[config.mk]
export PLATFORM = sky130hd
export DESIGN_NAME = mt_op_seq
export DESIGN_NICKNAME = d
export VERILOG_FILES = /design/src/rtl/mt_op_seq.sv
export SDC_FILE = /design/constraint.sdc
export NUM_CORES = 1
export LEC_CHECK = 0
export ABC_AREA = 1
export BUFFER_PORTS_ARGS = -buffer_cell sky130_fd_sc_hd__clkbuf_2
export CORE_UTILIZATION = 40
export DETAILED_ROUTE_END_ITERATION = 7
export HOLD_SLACK_MARGIN = 0.03
export SYNTH_ARGS = -nofsm -noshare
export SYNTH_HDL_FRONTEND = slang
export SYNTH_SLANG_ARGS = --single-unit
[constraint.sdc]
create_clock -name clk -period 1.7 [get_ports clk]
set_input_delay 0.51 -clock clk [delete_from_list [all_inputs] [get_ports clk]]
set_output_delay 0.51 -clock clk [all_outputs]
set_load 0.02 [all_outputs]
[src/rtl/mt_op_seq.sv]
// mt_op_seq: magnetic-tape operation sequencer. It accepts a function strobe,
// runs space/write/read operations against the drive strobes, and keeps the
// frame counter. It issues a completion pulse and one-cycle error-set pulses.
// Optional feature: define MT_OPI_TIMEOUT_EN to enable the RUN-state timeout
// that raises mtSETOPI.
module mt_op_seq #(
  parameter logic [23:0] TIMEOUT = 24'd1000000
) (
  input  logic        clk,
  input  logic        rst,
  input  logic        mtINIT,
  input  logic        mtGO,
  input  logic [5:0]  mtFUN,
  input  logic        mtFCWR,
  input  logic [15:0] mtFCIN,
  input  logic        mtONLINE,
  input  logic        mtFRAME,
  input  logic        mtREC,
  input  logic        mtEOR,
  output logic [15:0] mtFC,
  output logic        mtBUSY,
  output logic        mtDONE,
  output logic        mtSETILF,
  output logic        mtSETNEF,
  output logic        mtSETRMR,
  output logic        mtSETFCE,
  output logic        mtSETOPI
);

  localparam int unsigned FC_W  = 16;
  localparam int unsigned FUN_W = 6;

  localparam logic [FUN_W-1:0] FUN_NOP    = 6'o00;
  localparam logic [FUN_W-1:0] FUN_SPCFWD = 6'o14;
  localparam logic [FUN_W-1:0] FUN_SPCREV = 6'o15;
  localparam logic [FUN_W-1:0] FUN_WRFWD  = 6'o30;
  localparam logic [FUN_W-1:0] FUN_RDFWD  = 6'o34;

  typedef enum logic [1:0] {
    ST_IDLE = 2'd0,
    ST_RUN  = 2'd1,
    ST_DONE = 2'd2
  } state_e;

  state_e           state_q, state_d;
  logic [FC_W-1:0]  fc_q, fc_d;
  logic [FUN_W-1:0] func_q, func_d;
  logic             busy_q, busy_d;
  logic             done_q, done_d;
  logic             ilf_q, ilf_d;
  logic             nef_q, nef_d;
  logic             rmr_q, rmr_d;
  logic             fce_q, fce_d;
  logic [FC_W-1:0]  fc_inc;
  logic             fun_legal;
  logic             is_spc;
  logic             done_ev;

`ifdef MT_OPI_TIMEOUT_EN
  logic [23:0]      cnt_q, cnt_d;
  logic             opi_q, opi_d;
`else
  logic             unused_timeout;
  assign unused_timeout = ^TIMEOUT;
`endif

  assign fc_inc    = fc_q + FC_W'(1);
  assign fun_legal = (mtFUN == FUN_NOP)   || (mtFUN == FUN_SPCFWD) ||
                     (mtFUN == FUN_SPCREV) || (mtFUN == FUN_WRFWD)  ||
                     (mtFUN == FUN_RDFWD);
  assign is_spc    = (func_q == FUN_SPCFWD) || (func_q == FUN_SPCREV);

  // Next-state, frame-counter and pulse decode.
  always_comb begin
    state_d = state_q;
    fc_d    = fc_q;
    func_d  = func_q;
    ilf_d   = 1'b0;
    nef_d   = 1'b0;
    rmr_d   = 1'b0;
    fce_d   = 1'b0;
    done_ev = 1'b0;
`ifdef MT_OPI_TIMEOUT_EN
    cnt_d   = cnt_q;
    opi_d   = 1'b0;
`endif
    unique case (state_q)
      ST_IDLE: begin
        // A same-cycle counter load lands before the operation starts counting.
        if (mtFCWR) fc_d = mtFCIN;
        if (mtGO) begin
          if (!fun_legal) begin
            ilf_d = 1'b1;
          end else if (mtFUN == FUN_NOP) begin
            state_d = ST_DONE;
          end else if (!mtONLINE) begin
            nef_d = 1'b1;
          end else begin
            func_d  = mtFUN;
            state_d = ST_RUN;
`ifdef MT_OPI_TIMEOUT_EN
            cnt_d   = 24'd0;
`endif
          end
        end
      end
      ST_RUN: begin
        rmr_d = mtGO | mtFCWR;
        if (is_spc) begin
          if (mtREC) begin
            fc_d = fc_inc;
            if (fc_inc == FC_W'(0)) done_ev = 1'b1;
          end
        end else begin
          if (mtFRAME) fc_d = fc_inc;
          if (mtEOR) begin
            done_ev = 1'b1;
            if ((func_q == FUN_WRFWD) && (fc_d != FC_W'(0))) fce_d = 1'b1;
          end
        end
`ifdef MT_OPI_TIMEOUT_EN
        cnt_d = cnt_q + 24'd1;
`endif
        // Completion outranks drive-offline, which outranks timeout.
        if (done_ev) begin
          state_d = ST_DONE;
        end else if (!mtONLINE) begin
          nef_d   = 1'b1;
          state_d = ST_DONE;
        end
`ifdef MT_OPI_TIMEOUT_EN
        else if (cnt_q == (TIMEOUT - 24'd1)) begin
          opi_d   = 1'b1;
          state_d = ST_DONE;
        end
`endif
      end
      ST_DONE: begin
        rmr_d   = mtGO | mtFCWR;
        state_d = ST_IDLE;
      end
      default: begin
        state_d = ST_IDLE;
      end
    endcase
    busy_d = (state_d != ST_IDLE);
    done_d = (state_d == ST_DONE);
  end

  // State and output registers; rst and mtINIT both force a clean idle.
  always_ff @(posedge clk) begin
    if (rst || mtINIT) begin
      state_q <= ST_IDLE;
      fc_q    <= '0;
      func_q  <= '0;
      busy_q  <= 1'b0;
      done_q  <= 1'b0;
      ilf_q   <= 1'b0;
      nef_q   <= 1'b0;
      rmr_q   <= 1'b0;
      fce_q   <= 1'b0;
`ifdef MT_OPI_TIMEOUT_EN
      cnt_q   <= '0;
      opi_q   <= 1'b0;
`endif
    end else begin
      state_q <= state_d;
      fc_q    <= fc_d;
      func_q  <= func_d;
      busy_q  <= busy_d;
      done_q  <= done_d;
      ilf_q   <= ilf_d;
      nef_q   <= nef_d;
      rmr_q   <= rmr_d;
      fce_q   <= fce_d;
`ifdef MT_OPI_TIMEOUT_EN
      cnt_q   <= cnt_d;
      opi_q   <= opi_d;
`endif
    end
  end

  assign mtFC     = fc_q;
  assign mtBUSY   = busy_q;
  assign mtDONE   = done_q;
  assign mtSETILF = ilf_q;
  assign mtSETNEF = nef_q;
  assign mtSETRMR = rmr_q;
  assign mtSETFCE = fce_q;
`ifdef MT_OPI_TIMEOUT_EN
  assign mtSETOPI = opi_q;
`else
  assign mtSETOPI = 1'b0;
`endif

endmodule
==> run_results.csv, run 1 <==
group,metric,value,unit
synthesis,syn_avg_cell_area,6.33,um2
critical_path,ff2ff_setup_slack,-0.14,ns
hold_path,worstHoldPathCells,2,
place,hpwl,5.49,mm
timing,worst_slew_pin_slew,0.556,ns
global_routing,grt_max_degree,28,
detailed_routing,wl_met1,3.20,mm
timing,finalHoldViolCount,0,
timing,period_minus_slack,1.84,ns
critical_path,reg2reg_from,"mtFC[1]",
clock_network,cts_max_level,2,
global_routing,grt_use_total,0.261,
detailed_routing,wl_met3,568,um
synthesis,synth_top_area_share,0.269,
final_layout,register_area,626,um2
detailed_routing,ant_nets,0,
critical_path,end_kind,"register",
critical_path,crit_path_start_kind,"register",
place,placed_cells,502,
power_and_ir_drop,p_total,1.84,mW
final_layout,multiInputGateArea,1610,um2
power_and_ir_drop,powerDensity,554,nW/um2
clock_network,cts-root-buf,"clkbuf_8",
detailed_routing,vias,2811,
synthesis,synthesis.area,2230,um2
timing,final_max_slew_viol_count,0,
synthesis,seq_area_frac_synth,0.269,
detailed_routing,top_layer,"met4",
detailed_routing,drt_iter0_markers,256,
critical_path,r2r_cells,11,
global_routing,grt_pass1_vias,2571,
timing,worst_slack,-0.139,ns
synthesis,synthCells,353,
synthesis,synth_top_area_cell,"dfxtp_1",
final_layout,fill_cells,478,
floorplan,die_y,76.7,um
floorplan,core_area,5240,um2
synthesis,ys_ff_latch,30,
timing,finalCritPeriodShare,1.08,
status,violations,"setup timing",
global_routing,grt_pass1_wl,12.2,mm
timing,finClkSkew,0.00423,ns
clock_network,cts_tree,"built",
hold_path,hold_class,"reg2reg",
critical_path,path_class,"reg2reg",
place,placed_area,2860,um2
detailed_routing,drt_first_pass_iters,5,
global_routing,grt.overflow.total,0,
detailed_routing,wl,7.63,mm
floorplan,die_width,76.7,um
hold_path,hold_path_end,"func_q[1]",
clock_network,clock_path_buffers,2,
synthesis,netlist-cell-type-count,33,
floorplan,initial_core_util,0.427,
synthesis,synth_fp_nets,388,
clock_network,clock_sinks,30,
synthesis,yosysWarningCount,0,
detailed_routing,vias_per_cell,5.37,
power_and_ir_drop,ir_worst_vdd,0.433,mV
critical_path,cp.required,1.88,ns
floorplan,rows,26,
job,cap_violations,0,
final_layout,drive_gt1_frac,0.426,
clock_network,hold_buffers,0,
timing,slew_headroom,0.629,
clock_network,cts_buffers,5,
timing,holdWs,0.477,ns
status,status,"complete, but fails checks",
detailed_routing,drc_errors,0,
timing,setup_violations,7,
synthesis,ys_top_cells_by_area,"dfxtp_1 (27%), nand2_1 (13%), a21oi_1 (7.4%), o21ai_0 (7.4%), nand3_1 (6.0%)",
place,gp_congestion,0.885,
timing,rsz0062_at_grt,"yes",
floorplan,ios,54,
global_routing,antenna_found_initial,0,
critical_path,crit_arrival,2.02,ns
floorplan,die_area,5890,um2
final_layout,syn_to_final_growth,48.4,%
clock_network,clkSlewWorstSetupHoldPaths,0.07,ns
final_layout,final_nets,487,
critical_path,r2r-end,"mtSETNEF",
detailed_routing,wl_met2,3.71,mm
final_layout,final_area,3320,um2
critical_path,cp_max_fo,5,
hold_path,hold_start,"func_q[1]",
final_layout,fin_cells,523,
detailed_routing,wire_per_inst,14.6,um
clock_network,clk_latency,0.29,ns
timing,fmax,544,MHz
power_and_ir_drop,p_leak,1.50,nW
final_layout,antenna_cells,0,
place,io_buffer_count,52,
## metal layers
| layer | track usage | vias up |
|---|---|---|
| li1 | - | 1391 |
| met1 | 0.332 | 1288 |
| met2 | 0.453 | 111 |
| met3 | 0.0405 | 21 |
| met4 | 0.0673 | 0 |
| met5 | 0 | - |
## logic make-up (layout without fill, tap and decap cells)
logic type               after synthesis  count (layout)  synth area share
AO/OA/AOI/OAI                         84              84             0.221
XOR/XNOR                               2               2           0.00784
adder cells (fa/ha/maj)                4               4            0.0224
buffers and inverters                 52             152            0.0985
flip-flops                            30              30             0.269
multiplexers                           1               1           0.00448
other                                  1               1           0.00168
AND/OR/NAND/NOR                      179             179             0.375
## cells in the mapped netlist
library cell  count
a211oi_1          2
a21oi_1          33
a221oi_1          7
buf_1             2
buf_2             3
buf_4             3
clkbuf_1          6
clkbuf_8          1
conb_1            1
dfxtp_1          30
ha_1              4
inv_1            35
inv_2             2
mux2i_1           1
nand2_1          79
nand2_2           5
nand2_4           2
nand3_1          27
nand3_2           4
nand4_1          10
nor2_1           34
nor2_2            2
nor2_4            4
nor3_1           11
nor3_2            1
o211ai_1          4
o21a_1            1
o21ai_0          33
o21ai_1           1
o21ai_4           1
o21bai_1          1
o31ai_4           1
xor2_1            2
## placed cells by master (no fill, tap or decap), types with 6 or more instances in the layout
cell type   n
nand2_1    63
clkbuf_2   50
buf_4      47
inv_1      33
a21oi_1    32
nor2_1     25
nand3_1    23
o21ai_0    22
nand2_2    21
dfxtp_1    20
nand4_1    10
nor3_1     10
nor2_2      9
o21ai_1     7
nand3_2     7
nor2_4      6
buf_6       6
## sequential cells by signal, summed over array words and instances (netlist names)
register and count:
mtBUSY 1, mtFC 16, state_q 2, mtSETFCE 1, func_q 6, mtSETILF 1, mtSETRMR 1, mtDONE 1
mtSETNEF 1
## layout make-up
type / count / area share
multi-input combinational: 271 / 0.485
timing repair buffer: 107 / 0.225
sequential: 30 / 0.189
inverter: 37 / 0.0438
clock buffer: 7 / 0.0294
tap: 70 / 0.0264
clock inverter: 1 / 0.00226
## what timing repair did
item / in CTS / in global routing
endpoints found under the hold margin: 0 / 0
gates resized for setup: 24 / 58
cloned: 0 / 0
pin swaps: 16 / 26
setup endpoints to repair: 21 / 24
setup buffers: 8 / 6
## power by group
| group | total (mW) | switching (mW) | internal (mW) |
|---|---|---|---|
| combinational | 0.400 | 0.227 | 0.173 |
| clock | 0.691 | 0.313 | 0.378 |
| sequential | 0.746 | 0.0262 | 0.720 |
| total | 1.84 | 0.566 | 1.27 |
## through the flow
stage	worst slack, ns	TNS, ns	utilization
floorplan	0.0142	0	-
global placement	-0.165	-0.830	0.547
detailed placement	-0.196	-1.18	0.547
CTS	-0.122	-0.636	0.597
global route	-0.246	-1.81	0.633
finish	-0.139	-0.617	0.633
## worst max-delay path by stage
stage	start	end	slack, ns	depth (start not counted)
3_5_place_dp	mtFC[1]	mtBUSY	-0.20	12
2_1_floorplan	mtFC[3]	mtSETNEF	0.01	10
3_3_place_gp	mtFC[1]	mtBUSY	-0.17	12
5_1_grt	mtFC[1]	mtDONE	-0.25	13
6_report	mtFC[1]	mtSETNEF	-0.14	11
4_1_cts	mtFC[1]	mtDONE	-0.12	13
## worst max-delay path, stage by stage (launching register included)
cell,delay (ns)
dfxtp_4,0.38
ha_4,0.19
nand2_2,0.10
nor2_4,0.14
nand3_1,0.10
nand2_1,0.08
nand2_2,0.09
nor3_4,0.21
nand3_2,0.14
nand2_1,0.08
nor2_1,0.04
o21a_1,0.18
Note: power is estimated with default switching activity, not from simulation.
==> run 2: changes to the inputs <==
--- a/config.mk
+++ b/config.mk
@@ -10,6 +10,7 @@
 export CORE_UTILIZATION = 40
 export DETAILED_ROUTE_END_ITERATION = 7
 export HOLD_SLACK_MARGIN = 0.03
+export RECOVER_POWER = 50
 export SYNTH_ARGS = -nofsm -noshare
 export SYNTH_HDL_FRONTEND = slang
 export SYNTH_SLANG_ARGS = --single-unit
==> run 2 against run 1 <==
The flow still finishes with violations (setup timing). Clock power hardly changed. Clock skew hardly changed. Worst hold slack hardly changed. Critical path depth stayed put. Die area stayed put. Sequential share of layout area is 0.071 points higher. Setup slack better by 0.012 ns. Via count is 1.0% lower. Core utilization is 0.24 points lower. Fmax is 0.67% higher. Combinational power hardly changed.
==> run_results.csv, run 2 (synthesis gave the netlist of run 1 again) <==
group,metric,value,unit
detailed_routing,wl,7.61,mm
timing,slew_headroom,0.633,
place,io_buffer_count,52,
clock_network,cts_buffers,5,
global_routing,grt_pass1_wl,12.2,mm
critical_path,r2r-end,"mtSETNEF",
power_and_ir_drop,seqPwrFrac,0.406,
status,status,"complete, but fails checks",
clock_network,cts-root-buf,"clkbuf_8",
power_and_ir_drop,switching_share,0.308,
timing,finClkSkew,0.00472,ns
timing,finalHoldViolCount,0,
final_layout,largest_reg_flops,16,
timing,holdWs,0.477,ns
clock_network,clock_sinks,30,
final_layout,layout_common_cells,"nand2_1 (63), buf_4 (47), clkbuf_2 (42)",
status,violations,"setup timing",
critical_path,path_class,"reg2reg",
timing,final_max_slew_viol_count,0,
floorplan,die_area,5890,um2
timing,setup_violations,8,
place,hpwl,5.49,mm
hold_path,hold_class,"reg2reg",
floorplan,ios,54,
timing,period_minus_slack,1.83,ns
final_layout,final_area,3300,um2
clock_network,hold_buffers,0,
power_and_ir_drop,ir_worst_vdd,0.435,mV
floorplan,die_y,76.7,um
hold_path,hold_start,"func_q[1]",
timing,rsz0062_at_grt,"yes",
power_and_ir_drop,power.share.clock,0.377,
hold_path,worstHoldPathCells,2,
final_layout,final_common_cell,"nand2_1",
timing,worst_slack,-0.127,ns
clock_network,cts_tree,"built",
critical_path,end_kind,"register",
detailed_routing,ant_nets,0,
global_routing,grt_max_degree,28,
global_routing,grt.overflow.total,0,
critical_path,ff2ff_setup_slack,-0.13,ns
detailed_routing,wire_per_inst,14.5,um
timing,worst_slew_pin_slew,0.551,ns
critical_path,r2r_cells,11,
power_and_ir_drop,p_total,1.84,mW
place,gp_congestion,0.885,
final_layout,antenna_cells,0,
global_routing,antenna_found_initial,0,
detailed_routing,vias,2782,
floorplan,core_area,5240,um2
power_and_ir_drop,powerDensity,556,nW/um2
critical_path,crit_path_start_kind,"register",
clock_network,clkSlewWorstSetupHoldPaths,0.08,ns
job,cap_violations,0,
power_and_ir_drop,p_sw,566,uW
critical_path,reg2reg_from,"mtFC[1]",
place,placed_area,2860,um2
detailed_routing,vias_per_cell,5.32,
critical_path,cp.required,1.88,ns
timing,finalCritPeriodShare,1.07,
detailed_routing,drt_iter0_markers,243,
final_layout,syn_to_final_growth,47.9,%
final_layout,fin_cells,523,
timing,fmax,547,MHz
place,placed_cells,502,
final_layout,fill_cells,482,
critical_path,cp_max_fo,5,
floorplan,die_width,76.7,um
power_and_ir_drop,p_int,1.27,mW
critical_path,crit_arrival,2.01,ns
final_layout,drive_gt1_frac,0.406,
global_routing,grt_pass1_vias,2571,
global_routing,grt_use_total,0.261,
hold_path,hold_path_end,"func_q[1]",
floorplan,initial_core_util,0.427,
detailed_routing,drt_first_pass_iters,4,
floorplan,rows,26,
detailed_routing,drc_errors,0,
clock_network,clk_latency,0.29,ns
clock_network,cts_max_level,2,
final_layout,final_nets,487,
power_and_ir_drop,pwr-share-comb,0.217,
power_and_ir_drop,p_leak,1.48,nW
clock_network,clock_path_buffers,2,
==> run 2: per-stage QoR <==
stage               utilization  TNS [ns]  setup slack [ns]
floorplan                     -         0            0.0142
global placement          0.547    -0.830            -0.165
detailed placement        0.547     -1.18            -0.196
CTS                       0.597    -0.636            -0.122
global route              0.631     -1.84            -0.246
finish                    0.631    -0.537            -0.127
==> run 2: how the worst max path moves through the flow <==
| stage | from | to | slack (ns) | depth (start not counted) |
|---|---|---|---|---|
| after CTS | mtFC[1] | mtDONE | -0.12 | 13 |
| after floorplan | mtFC[3] | mtSETNEF | 0.01 | 10 |
| after global routing | mtFC[1] | mtDONE | -0.25 | 13 |
| after global placement | mtFC[1] | mtBUSY | -0.17 | 12 |
| final | mtFC[1] | mtSETNEF | -0.13 | 11 |
| after detailed placement | mtFC[1] | mtBUSY | -0.20 | 12 |
==> run 2: worst max-delay path, stage by stage, from the launching register on <==
cell and delay (ns):
dfxtp_4 0.38, ha_4 0.19, nand2_2 0.10, nor2_4 0.14
nand3_1 0.09, nand2_1 0.08, nand2_2 0.09, nor3_4 0.20
nand3_2 0.14, nand2_1 0.08, nor2_1 0.04, o21a_1 0.18
==> run 2: cell type report <==
cell class                      count  area [um2]  area share
Timing Repair Buffer              107         736       0.223
Multi-Input combinational cell    271        1610       0.486
Clock inverter                      1        7.51     0.00227
Clock buffer                        7        97.6      0.0295
Inverter                           37         145      0.0439
Sequential cell                    30         626       0.189
Tap cell                           70        87.6      0.0265
==> run 2: power by group through the flow <==
stage | clock [mW] | combinational (mW) | sequential (mW)
after floorplan | 0 | 0.157 | 0.785
after CTS | 0.698 | 0.360 | 0.746
after detailed placement | 0 | 0.334 | 0.763
after global placement | 0 | 0.333 | 0.763
final | 0.692 | 0.399 | 0.746
after global routing | 0.730 | 0.435 | 0.749
==> run 2: repair_timing <==
item / 4_1_cts / 5_1_grt
setup buffers: 8 / 6
pin swaps: 16 / 26
gates cloned: 0 / 0
setup endpoints to repair: 21 / 24
gates resized for setup: 24 / 58
==> run 2: metal layers <==
layer | share of wire | global-route usage | vias to the layer above
met2 | 0.50 | 0.453 | 100
met5 | 0 | 0 | -
li1 | - | - | 1389
met3 | 0.069 | 0.0405 | 15
met1 | 0.42 | 0.332 | 1278
met4 | 0.016 | 0.0673 | 0
